## src/rtl/key_tracker.sv

```systemverilog
// key_tracker: turns the raw PS/2 byte stream into the single most recently
// pressed, still-held key. It decodes make/break/E0 prefixes, keeps a small
// last-pressed-priority stack of held keys, and owns the octave register.
// Optional feature macro: KEY_TRACKER_OCTAVE_KEYS_EN. When it is defined,
// F1 (8'h05) and F2 (8'h06) step the octave down/up and are never stacked.
//
// Handshake: ps2_byte is qualified by the one-cycle strobe ps2_byte_valid.
// There is no backpressure. A strobe may arrive on every cycle, and every
// strobed byte is consumed in the cycle in which it is presented.
module key_tracker #(
  parameter int         DEPTH       = 4,
  parameter logic [2:0] OCTAVE_INIT = 3'd4
) (
  input  logic       clk,
  input  logic       reset,
  input  logic [7:0] ps2_byte,
  input  logic       ps2_byte_valid,
  output logic [7:0] key_code,
  output logic       key_valid,
  output logic       key_event,
  output logic [2:0] GLOBAL_octave,
  output logic [1:0] fsm_state
);

  typedef enum logic [1:0] {
    S_IDLE      = 2'd0,
    S_BREAK     = 2'd1,
    S_EXT       = 2'd2,
    S_EXT_BREAK = 2'd3
  } state_t;

  state_t     state, state_nxt;
  logic       do_make, do_release;
  logic       stack_make, stack_release;
  logic [7:0] code_q [DEPTH];
  logic [7:0] code_d [DEPTH];
  logic [DEPTH-1:0] vld_q, vld_d;
  logic       hit;
  int         hit_idx;
  logic [7:0] top_d;

  assign fsm_state = state;

  // Prefix decoder: advances only on strobed bytes and flags make/release.
  always_comb begin
    state_nxt  = state;
    do_make    = 1'b0;
    do_release = 1'b0;
    if (ps2_byte_valid) begin
      case (state)
        S_IDLE: begin
          case (ps2_byte)
            8'hF0: state_nxt = S_BREAK;
            8'hE0: state_nxt = S_EXT;
            8'hAA, 8'hFA, 8'hEE, 8'hFE, 8'hFF, 8'h00: state_nxt = S_IDLE;
            default: do_make = 1'b1;
          endcase
        end
        S_BREAK: begin
          do_release = 1'b1;
          state_nxt  = S_IDLE;
        end
        S_EXT: state_nxt = (ps2_byte == 8'hF0) ? S_EXT_BREAK : S_IDLE;
        default: state_nxt = S_IDLE;
      endcase
    end
  end

  // Prefix state register.
  always_ff @(posedge clk) begin
    if (reset) state <= S_IDLE;
    else       state <= state_nxt;
  end

`ifdef KEY_TRACKER_OCTAVE_KEYS_EN
  logic       is_oct_key;
  logic [2:0] octave_q;

  assign is_oct_key    = (ps2_byte == 8'h05) || (ps2_byte == 8'h06);
  assign stack_make    = do_make && !is_oct_key;
  assign stack_release = do_release && !is_oct_key;
  assign GLOBAL_octave = octave_q;

  // Octave register: F1 steps down, F2 steps up, both saturating.
  always_ff @(posedge clk) begin
    if (reset) begin
      octave_q <= OCTAVE_INIT;
    end else if (do_make && ps2_byte == 8'h05 && octave_q != 3'd0) begin
      octave_q <= octave_q - 3'd1;
    end else if (do_make && ps2_byte == 8'h06 && octave_q != 3'd7) begin
      octave_q <= octave_q + 3'd1;
    end
  end
`else
  assign stack_make    = do_make;
  assign stack_release = do_release;
  assign GLOBAL_octave = OCTAVE_INIT;
`endif

  // Next stack contents. The stack is always compact from entry 0 down, so a
  // missing code on make behaves like a hit at the oldest slot, which is dropped.
  always_comb begin
    code_d  = code_q;
    vld_d   = vld_q;
    hit     = 1'b0;
    hit_idx = DEPTH - 1;
    for (int i = DEPTH - 1; i >= 0; i--) begin
      if (vld_q[i] && code_q[i] == ps2_byte) begin
        hit     = 1'b1;
        hit_idx = i;
      end
    end
    if (stack_make) begin
      if (!(hit && hit_idx == 0)) begin
        code_d[0] = ps2_byte;
        vld_d[0]  = 1'b1;
        for (int i = 1; i < DEPTH; i++) begin
          if (i <= hit_idx) begin
            code_d[i] = code_q[i-1];
            vld_d[i]  = vld_q[i-1];
          end
        end
      end
    end else if (stack_release && hit) begin
      for (int i = 0; i < DEPTH - 1; i++) begin
        if (i >= hit_idx) begin
          code_d[i] = code_q[i+1];
          vld_d[i]  = vld_q[i+1];
        end
      end
      code_d[DEPTH-1] = 8'h00;
      vld_d[DEPTH-1]  = 1'b0;
    end
    top_d = vld_d[0] ? code_d[0] : 8'h00;
  end

  // Stack and output registers. key_event fires only when the visible code changes.
  always_ff @(posedge clk) begin
    if (reset) begin
      for (int i = 0; i < DEPTH; i++) code_q[i] <= 8'h00;
      vld_q     <= '0;
      key_code  <= 8'h00;
      key_valid <= 1'b0;
      key_event <= 1'b0;
    end else begin
      code_q    <= code_d;
      vld_q     <= vld_d;
      key_code  <= top_d;
      key_valid <= vld_d[0];
      key_event <= (top_d != key_code);
    end
  end

endmodule
```

## config.mk

```make
export PLATFORM = sky130hd
export DESIGN_NAME = key_tracker
export DESIGN_NICKNAME = d
export VERILOG_FILES = /design/src/rtl/key_tracker.sv
export SDC_FILE = /design/constraint.sdc
export NUM_CORES = 1
export LEC_CHECK = 0
export BUFFER_PORTS_ARGS = -buffer_cell sky130_fd_sc_hd__buf_2
export CAP_MARGIN = 20
export CORE_ASPECT_RATIO = 1.1
export CORE_MARGIN = 2
export CORE_UTILIZATION = 59
export CTS_CLUSTER_SIZE = 25
export DETAILED_ROUTE_END_ITERATION = 10
export PLACE_DENSITY_LB_ADDON = 0.25
export SYNTH_ARGS = -nofsm -noshare
export SYNTH_HDL_FRONTEND = slang
export SYNTH_SLANG_ARGS = --single-unit
```

## constraint.sdc

```tcl
create_clock -name clk -period 4 [get_ports clk]
set_clock_uncertainty 0.05 [all_clocks]
set_input_delay 0.8 -clock clk [delete_from_list [all_inputs] [get_ports clk]]
set_output_delay 0.8 -clock clk [all_outputs]
set_load 0.02 [all_outputs]
```

==> results of run 1 <==
## critical path: stages
cell and delay [ns]:
buf_2 0.18, or4_4 0.56, nor3_2 0.18, or3_1 0.33
o31ai_1 0.20, o221ai_1 0.48, nor4bb_1 0.28, a21oi_1 0.07
o32ai_1 0.14, a41oi_1 0.14
## sequential cells by signal, indices dropped and copies added (netlist names)
name	cells
key_valid	1
code_q	32
key_code	8
vld_q	3
fsm_state	2
key_event	1
## cells in the final DEF (no fill, tap or decap), types with 5 or more instances in the layout
| cell | instances |
|---|---|
| xor2_1 | 21 |
| nand2_1 | 23 |
| nand4_1 | 10 |
| o21ai_0 | 11 |
| nor2_1 | 41 |
| nand3_1 | 12 |
| a211oi_1 | 19 |
| xnor2_1 | 15 |
| a21oi_1 | 18 |
| clkbuf_8 | 7 |
| buf_2 | 22 |
| inv_1 | 6 |
| dfxtp_1 | 47 |
| a22oi_1 | 10 |
| nor4_1 | 5 |
## stage by stage
stage | cells | instance area [um2] | total power [mW] | hold WS (ns)
after floorplan | 320 | 2740 | 0.677 | 0.395
after global placement | 378 | 2810 | 0.716 | 0.414
after detailed placement | 378 | 2810 | 0.720 | 0.425
after CTS | 386 | 2910 | 1.03 | 0.437
after global routing | 388 | 2930 | 1.07 | 0.470
final | 388 | 2930 | 1.02 | 0.437
## logic make-up (layout without fill, tap and decap cells)
family / count (synthesis) / after routing / synth area share
buffers and inverters: 28 / 42 / 0.0577
AOI/OAI and AO/OA: 80 / 80 / 0.231
DFF: 47 / 47 / 0.344
xor gates and xnor gates: 36 / 36 / 0.115
and+or+nand+nor: 126 / 126 / 0.249
other: 2 / 3 / 0.00275
## power groups by stage
stage               combinational [mW]  clock, mW  sequential [mW]
finish                           0.186      0.310            0.529
global route                     0.204      0.334            0.532
CTS                              0.183      0.317            0.528
detailed placement               0.181          0            0.539
global placement                 0.178          0            0.538
floorplan                        0.141          0            0.537
## cell type report
| class | instances | area [um2] |
|---|---|---|
| Timing Repair Buffer | 28 | 163 |
| Sequential cell | 47 | 941 |
| Inverter | 6 | 22.5 |
| Fill cell | 391 | 1450 |
| Clock buffer | 8 | 100 |
| Tap cell | 54 | 67.6 |
| Multi-Input combinational cell | 245 | 1640 |
## metal layers
metal | vias up | part of all wire | wire length [um] | global-route usage
li1 | 1190 | - | - | -
met1 | 1125 | 0.42 | 2800 | 0.343
met2 | 84 | 0.50 | 3270 | 0.464
met3 | 18 | 0.051 | 334 | 0.0517
met4 | 0 | 0.029 | 189 | 0.150
met5 | - | 0 | 0 | 0
## path summary, 6_finish.rpt
check               from         to  slack [ns]  cells past startpoint
min reg2reg     vld_q[3]   vld_q[3]        0.44                      2
max          ps2_byte[2]  key_event        0.75                     10
min             vld_q[3]   vld_q[3]        0.44                      2
max reg2reg   code_q[28]  key_event        1.13                      9
==> summary.txt, run 1 <==
Clock network
  • Clk_lat worst skew: 0.30 ns
  • CTS root buffer: clkbuf_8
  • Worst-case clock buffer depth: 2
  • CTS tree: built
  • Total CTS buffers: 5
  • Post-cts gate resize count: 0
  • Hold buffers post-CTS: 0
  • Postcts setup bufs: 0
  • Clk pin slew, worst setup/hold paths: 0.08 ns
  • CTS sink cnt: 47
  • Max H-tree Level: 2

Worst setup path
  • Startpoint types: input pin
  • Worst Path Arrival: 3.35 ns
  • CP Data Required Time: 4.10 ns
  • Worst Setup Path Type: input pin to flop
  • Crit end category: flop
  • Worst-path maximum fanout: 9

Logic synthesis
  • Sequential area share after synthesis: 0.344
  • EDFF count, synth: 0
  • Yosys reg bits: 47
  • Cell Area, Synth: 2730 um2
  • Synth warn: 0
  • Count leader, synth: dfxtp_1
  • Most instantiated cells after synthesis: dfxtp_1 (47), nor2_1 (41), nand2_1 (23)
  • Top_reg_cell synth: dfxtp_1
  • Yosys top cell area share: 0.344
  • Asr flop ratio synth: 0
  • Syn_area_per_cell: 8.57 um2
  • Synth area leader: dfxtp_1
  • Netlist cell types: 50
  • Gate Count Post-Synth: 319
  • Top cells by area, synth: dfxtp_1 (34%), xor2_1 (6.7%), nor2_1 (5.6%), a211oi_1 (5.2%), xnor2_1 (4.8%)

STA
  • Final Hold Violating Endpoints: 0
  • FMAX: 0.307 GHz
  • Final Slew Violations: 0
  • Final setup TNS: 0 ns
  • Slew @ Worst Pin: 0.691 ns
  • PnR worst setup slack: 0.747 ns
  • Slew headroom: 0.539
  • Minimum clock period after layout: 3.25 ns
  • RSZ-0062 raised after global routing: false
  • Final period utilization: 0.813
  • Setup Viol. Count Final: 0

Global routing
  • Number of global-route vias before repair: 2242
  • Gr ovfl total: 0
  • GRT Total Usage: 0.280
  • Largest net degree at the start of global routing: 40
  • Initial antenna violation count: 0
  • First-pass GRT wire length: 10.7 mm

Die
  • Die X: 68.9 um
  • Die Area: 5200 um2
  • # rows: 25
  • Starting Density: 0.624
  • IO Pins: 26
  • Die H: 75.4 um
  • Core Box Area: 4380 um2

Place
  • GP Congestion: 0.955
  • Pre-CTS setup slack: 0.423 ns
  • Post-DP HPWL: 4.84 mm
  • Port-buffer cells: 22

Power and ir drop
  • Sw Ratio: 0.291
  • Power Internal: 0.726 mW
  • VDD IR max: 0.203 mV
  • Seq pwr share: 0.516
  • Lkg Pwr: 1.06 nW
  • Logic pwr share: 0.181
  • Sw Pwr: 0.298 mW
  • Pwr/cell area: 349 nW/um2
  • Clock power share: 0.303

Cells and area
  • Final net count: 344
  • Post-layout util: 0.670
  • # diodes: 0
  • Share of cells above drive strength 1: 0.150
  • Area Growth Syn to Fin: 7.28%

Drt
  • Routed length per instance: 17.0 um
  • Final ANT Viol Nets: 0
  • DRC: 0
  • Iter 0 DRT Violations: 243
  • Vias: 2417
  • Post-detailed-route via-to-cell ratio: 6.23
  • Drt total wl: 6.59 mm
  • First-pass DRT Iterations: 4

Min path
  • Hold crit path type: flop to flop

Status
  • Outcome: finished clean

Run
  • Max-cap viol count: 0
No activity file was read; power rests on OpenSTA's default activity.
==> inputs of run 2 (changes only) <==
--- a/config.mk
+++ b/config.mk
@@ -9,7 +9,7 @@
 export CAP_MARGIN = 20
 export CORE_ASPECT_RATIO = 1.1
 export CORE_MARGIN = 2
-export CORE_UTILIZATION = 59
+export CORE_UTILIZATION = 53
 export CTS_CLUSTER_SIZE = 25
 export DETAILED_ROUTE_END_ITERATION = 10
 export PLACE_DENSITY_LB_ADDON = 0.25
==> constraint.sdc (replaced) <==
create_clock -name clk -period 2.7 [get_ports clk]
set_clock_uncertainty 0.05 [all_clocks]
set_input_delay 0.54 -clock clk [delete_from_list [all_inputs] [get_ports clk]]
set_output_delay 0.54 -clock clk [all_outputs]
set_load 0.02 [all_outputs]
==> summary.txt, run 2 (synthesized netlist as in run 1, its figures left out) <==
Cells and area
  • Final net count: 391 (+14%)
  • Share of cells above drive strength 1: 0.321 (+0.171)
  • Post-layout util: 0.699 (+0.0295)
  • Top Registers: code_q (32), key_code (8), vld_q (3)
  • Largest Register: code_q
  • Area Growth Syn to Fin: 27.9%
  • Finished Layout Cells: 438 (+13%)
  • Most frequent cells in the layout: buf_4 (52), dfxtp_1 (47), nor2_1 (41)
  • Most common cell after layout, fill and taps aside: buf_4
  • Max reg flops: 32 (unchanged)
  • # diodes: 0 (unchanged)

Place
  • Placed Instances: 427 (+13%)
  • Post-DP HPWL: 5.55 mm (+15%)
  • Pre-CTS setup slack: -0.426 ns (-0.849 ns)
  • Port-buffer cells: 22 (unchanged)
  • GP Congestion: 0.916 (-4.1%)

Worst setup path
  • Crit end category: flop
  • Worst flop-to-flop path startpoint: code_q[28]
  • FF-to-FF setup slack: 0.09 ns (-1.04 ns)
  • Worst-path maximum fanout: 5 (-4)
  • Worst Path Arrival: 2.87 ns (-0.48 ns)
  • Worst R2R End: key_event
  • CP delay by family, top: simple AND/OR/NAND/NOR gates
  • Startpoint types: input pin
  • Worst Setup Path Type: input pin to flop
  • Depth of the worst register-to-register path: 8 (-1)
  • Crit path buf inv count: 1 (unchanged)
  • Peak per-stage delay on the critical path: 0.58 ns (+0.02 ns)
  • Critical path cell sequence: clkbuf_4, or4_4, or2_4, and2_4, and4_4, a221oi_4, xor2_1, a22oi_1, o32ai_2, a41oi_2
  • Crit-path slowest cell: or4_4
  • CP Data Required Time: 2.88 ns (-1.22 ns)

Min path
  • Worst Min Path Start: code_q[7]
  • Hold path cells: 2 (unchanged)
  • Hold crit path type: flop to flop
  • Worst Hold Path EP: code_q[7]

STA
  • PnR worst setup slack: 0.0149 ns (-0.732 ns)
  • Final period utilization: 0.994
  • Final Hold Violating Endpoints: 0 (unchanged)
  • Minimum clock period after layout: 2.69 ns
  • Final Slew Violations: 0 (unchanged)
  • Slew @ Worst Pin: 0.689 ns (-0.00249 ns)
  • Slew headroom: 0.539 (about the same)
  • FMAX: 0.372 GHz
  • Setup Viol. Count Final: 0 (unchanged)
  • RSZ-0062 raised after global routing: true

Global routing
  • Initial antenna violation count: 0 (unchanged)
  • Largest net degree at the start of global routing: 25 (-38%)
  • Number of global-route vias before repair: 2541 (+13%)
  • Gr ovfl total: 0 (unchanged)
  • GRT Total Usage: 0.280 (+0.000697)
  • First-pass GRT wire length: 12.5 mm (+17%)

Die
  • IO Pins: 26 (unchanged)
  • Starting Density: 0.547 (-0.0775)
  • Core Box Area: 5000 um2 (+14%)
  • Die H: 79.3 um (+5.2%)
  • Die Area: 5750 um2 (+11%)
  • Die X: 72.5 um (+5.2%)
  • # rows: 27 (+8.0%)

Drt
  • Post-detailed-route via-to-cell ratio: 6.18 (-0.71%)
  • Drt total wl: 7.80 mm (+18%)
  • Routed length per instance: 17.8 um (+4.9%)
  • Vias: 2709 (+12%)
  • DRC: 0 (unchanged)
  • Final ANT Viol Nets: 0 (unchanged)
  • First-pass DRT Iterations: 5 (+1)
  • Iter 0 DRT Violations: 159 (-35%)

Clock network
  • Clk_lat worst skew: 0.30 ns (about the same)
  • Max H-tree Level: 2 (unchanged)
  • Worst-case clock buffer depth: 2 (unchanged)
  • CTS tree: built
  • CTS sink cnt: 47 (unchanged)
  • Clk pin slew, worst setup/hold paths: 0.08 ns (about the same)
  • CTS root buffer: clkbuf_8
  • Total CTS buffers: 5 (unchanged)

Power and ir drop
  • Total Power: 1.66 mW (+62%)
  • Pwr/cell area: 475 nW/um2 (+36%)
  • Lkg Pwr: 1.35 nW (+28%)
  • VDD IR max: 0.323 mV (+59%)

Status
  • Outcome: finished clean

Run
  • Max-cap viol count: 0 (unchanged)
[run 2: cell type report]
class / count / area [um2]
inverter: 6 / 22.5
clock buffer: 6 / 72.6
sequential: 47 / 941
fill: 397 / 1500
timing repair buffer: 75 / 549
tap: 58 / 72.6
multi-input combinational: 245 / 1810
clock inverter: 1 / 30.0
[run 2: worst max-delay path by stage]
stage | from | cells after the start | slack (ns) | endpoint
finish | ps2_byte[0] | 10 | 0.01 | key_event
global route | ps2_byte[0] | 10 | -0.03 | key_event
CTS | ps2_byte[4] | 12 | -0.02 | key_event
detailed placement | ps2_byte[4] | 9 | -0.43 | key_event
global placement | ps2_byte[4] | 9 | -0.42 | key_event
floorplan | ps2_byte[1] | 10 | -0.06 | key_event
[run 2: power by group]
group	leakage, nW	internal [mW]	switching [mW]	total (mW)
combinational	0.916	0.171	0.196	0.366
sequential	0.386	0.732	0.0577	0.789
clock	0.0513	0.272	0.232	0.504
[run 2: metal layers]
| layer | up-vias | wire length, um | global-route usage |
|---|---|---|---|
| met5 | - | 0 | 0 |
| met4 | 0 | 235 | 0.106 |
| met3 | 22 | 479 | 0.0495 |
| met2 | 111 | 3810 | 0.470 |
| met1 | 1289 | 3270 | 0.357 |
| li1 | 1287 | - | - |
[run 2: repair_timing]
| item | in CTS | in global routing |
|---|---|---|
| endpoints found under the setup margin | 10 | 29 |
| hold buffers | 0 | 0 |
| setup buffers | 0 | 4 |
| gates resized for setup | 4 | 31 |
| pin swaps | 0 | 12 |
[run 2: per-stage QoR]
step | TNS (ns) | hold WS [ns] | area, um2
after global routing | -0.0596 | 0.453 | 3500
after global placement | -6.50 | 0.414 | 3190
after floorplan | -0.0614 | 0.395 | 2770
after detailed placement | -9.27 | 0.421 | 3190
final | 0 | 0.438 | 3500
after CTS | -0.0192 | 0.435 | 3310
[run 2: worst min-delay path: cells and delay by family (launching register included)]
family	cells	cell delay (ns)
simple gates	1	0.06
flops	1	0.34
compound gates	1	0.05
==> inputs of run 3 (changes only) <==
--- a/config.mk
+++ b/config.mk
@@ -5,6 +5,7 @@
 export SDC_FILE = /design/constraint.sdc
 export NUM_CORES = 1
 export LEC_CHECK = 0
+export ABC_CLOCK_PERIOD_IN_PS = 2700
 export BUFFER_PORTS_ARGS = -buffer_cell sky130_fd_sc_hd__buf_2
 export CAP_MARGIN = 20
 export CORE_ASPECT_RATIO = 1.1
@@ -12,7 +13,7 @@
 export CORE_UTILIZATION = 53
 export CTS_CLUSTER_SIZE = 25
 export DETAILED_ROUTE_END_ITERATION = 10
-export PLACE_DENSITY_LB_ADDON = 0.25
+export PLACE_DENSITY = 0.71
 export SYNTH_ARGS = -nofsm -noshare
 export SYNTH_HDL_FRONTEND = slang
 export SYNTH_SLANG_ARGS = --single-unit
==> summary.txt, run 3 (synthesized netlist as in run 1, its figures left out) <==
Status
  • Outcome: finished clean

STA
  • RSZ-0062 raised after global routing: true
  • Slew headroom: 0.530 (-0.00970)
  • Final period utilization: 0.971 (-0.0236)
  • Minimum clock period after layout: 2.62 ns (-0.0638 ns)
  • Final Slew Violations: 0 (unchanged)
  • Final Hold Violating Endpoints: 0 (unchanged)
  • Slew @ Worst Pin: 0.703 ns (+0.0145 ns)
  • Setup Viol. Count Final: 0 (unchanged)
  • FMAX: 0.381 GHz (+2.4%)
  • Worst hold slack: 0.434 ns (-0.00448 ns)
  • Final setup TNS: 0 ns (unchanged)

Power and ir drop
  • VDD IR max: 0.285 mV (-12%)
  • Pwr/cell area: 469 nW/um2 (-1.1%)
  • Lkg Pwr: 1.33 nW (-2.0%)
  • Total Power: 1.61 mW (-2.9%)

Global routing
  • GRT Total Usage: 0.275 (-0.00520)
  • First-pass GRT wire length: 12.3 mm (-2.0%)
  • Largest net degree at the start of global routing: 24 (-4.0%)
  • Initial antenna violation count: 0 (unchanged)
  • Number of global-route vias before repair: 2553 (+0.47%)
  • Gr ovfl total: 0 (unchanged)

Place
  • Post-DP HPWL: 5.56 mm (+0.20%)
  • DP Area: 3240 um2 (+1.7%)
  • GP Congestion: 0.913 (-0.31%)
  • Port-buffer cells: 22 (unchanged)

Worst setup path
  • Crit path buf inv count: 1 (unchanged)
  • Worst R2R End: key_event
  • Worst Path Arrival: 2.75 ns (-0.12 ns)
  • Peak per-stage delay on the critical path: 0.56 ns (-0.02 ns)
  • Startpoint types: input pin
  • Depth of the worst register-to-register path: 10 (+2)
  • Worst-path maximum fanout: 5 (unchanged)
  • Cell depth of the worst setup path: 10 (unchanged)
  • Worst Setup Path Type: input pin to flop
  • Crit path to: key_event
  • Crit end category: flop
  • CP Data Required Time: 2.83 ns (-0.05 ns)
  • Worst flop-to-flop path startpoint: code_q[31]
  • Critical path cell sequence: buf_2, or4_4, or2_4, and2_4, and4_1, a221oi_4, xor2_1, a21oi_1, o32ai_1, a41oi_1
  • FF-to-FF setup slack: 0.19 ns (+0.10 ns)
  • Crit-path slowest cell: or4_4
  • Launch point of the worst path: ps2_byte[1]
  • CP delay by family, top: simple AND/OR/NAND/NOR gates

Clock network
  • CTS sink cnt: 47 (unchanged)
  • Clk_lat worst skew: 0.31 ns (about the same)
  • CTS tree: built
  • CTS root buffer: clkbuf_8
  • Worst-case clock buffer depth: 2 (unchanged)
  • Max H-tree Level: 2 (unchanged)
  • Total CTS buffers: 5 (unchanged)
  • Clk pin slew, worst setup/hold paths: 0.09 ns (about the same)

Cells and area
  • Final Cell Area: 3430 um2 (-1.9%)
  • Final net count: 392 (+0.26%)
  • # diodes: 0 (unchanged)
  • Most frequent cells in the layout: buf_4 (49), dfxtp_1 (47), nor2_1 (41)
  • Area Growth Syn to Fin: 25.5%
  • Largest Register: code_q
  • Top Registers: code_q (32), key_code (8), vld_q (3)
  • Most common cell after layout, fill and taps aside: buf_4
  • Share of cells above drive strength 1: 0.296 (-0.0252)
  • Fillers: 419 (+5.5%)
  • Max reg flops: 32 (unchanged)

Drt
  • Top routing layer in use: met4
  • Met2 wire len: 3.81 mm (-0.10%)
  • First-pass DRT Iterations: 5 (unchanged)
  • M1 WL: 3.20 mm (-2.2%)
  • Iter 0 DRT Violations: 223 (+40%)
  • DRC: 0 (unchanged)
  • Post-detailed-route via-to-cell ratio: 6.20 (+0.17%)
  • Met3 wire length: 399 um (-17%)
  • Vias: 2726 (+0.63%)
  • Routed length per instance: 17.3 um (-3.0%)
  • Drt total wl: 7.60 mm (-2.5%)
  • Final ANT Viol Nets: 0 (unchanged)

Die
  • Die Area: 5750 um2 (unchanged)
  • Die X: 72.5 um (unchanged)
  • # rows: 27 (unchanged)
  • Die H: 79.3 um (unchanged)
  • IO Pins: 26 (unchanged)
  • Starting Density: 0.547 (unchanged)
  • Core Box Area: 5000 um2 (unchanged)

Min path
  • Hold path cells: 2 (unchanged)
  • Hold crit path type: flop to flop

Run
  • Max-cap viol count: 0 (unchanged)
[run 3: cell types whose count changed in the layout (fill, tap and decap cells not counted), moves of 3 or more]
cell      previous run  this run
buf_2               17        22
buf_4               52        49
clkbuf_4             3         0
o32ai_1              0         3
o32ai_2              5         2
[run 3: routing by layer]
metal	track usage	vias to the layer above
met2	0.463	113
met4	0.117	0
li1	-	1297
met5	0	-
met3	0.0546	22
met1	0.340	1294
[run 3: tightest hold or removal path: cells and delay by family (launching register included)]
family / cells / cell delay [ns]
simple gates: 1 / 0.06
flops: 1 / 0.34
compound gates: 1 / 0.05
[run 3: through the flow]
step	setup slack [ns]	instances	utilization
finish	0.0788	440	0.686
detailed placement	-0.423	431	0.649
floorplan	-0.0614	320	-
global placement	-0.366	431	0.649
CTS	0.000135	439	0.672
global route	-0.0481	440	0.686
[run 3: cell type report]
cell class	count	area (um2)	share of cell area
clock inverters	1	7.51	0.00219
repair buffers	76	569	0.166
flip-flops and latches	47	941	0.274
well taps	58	72.6	0.0212
multi-input cells	245	1720	0.502
inverters	6	22.5	0.00656
clock buffers	7	96.3	0.0281
[run 3: worst min-delay path by stage]
stage,end,startpoint
floorplan,vld_q[3],vld_q[3]
global placement,vld_q[3],vld_q[3]
detailed placement,vld_q[3],vld_q[3]
CTS,vld_q[3],vld_q[3]
global route,vld_q[3],vld_q[3]
finish,vld_q[3],vld_q[3]
[run 3: timing repair]
action	CTS	global route
resized for setup	2	11
buffers inserted	0	1
endpoints found under the hold margin	0	0
pin swaps	0	4
setup endpoints to repair	9	20
hold buffers	0	0
[run 3: report_power, final]
part / total, mW / internal [mW] / switching, mW
clock: 0.477 / 0.233 / 0.244
combinational: 0.348 / 0.161 / 0.187
sequential: 0.785 / 0.732 / 0.0533
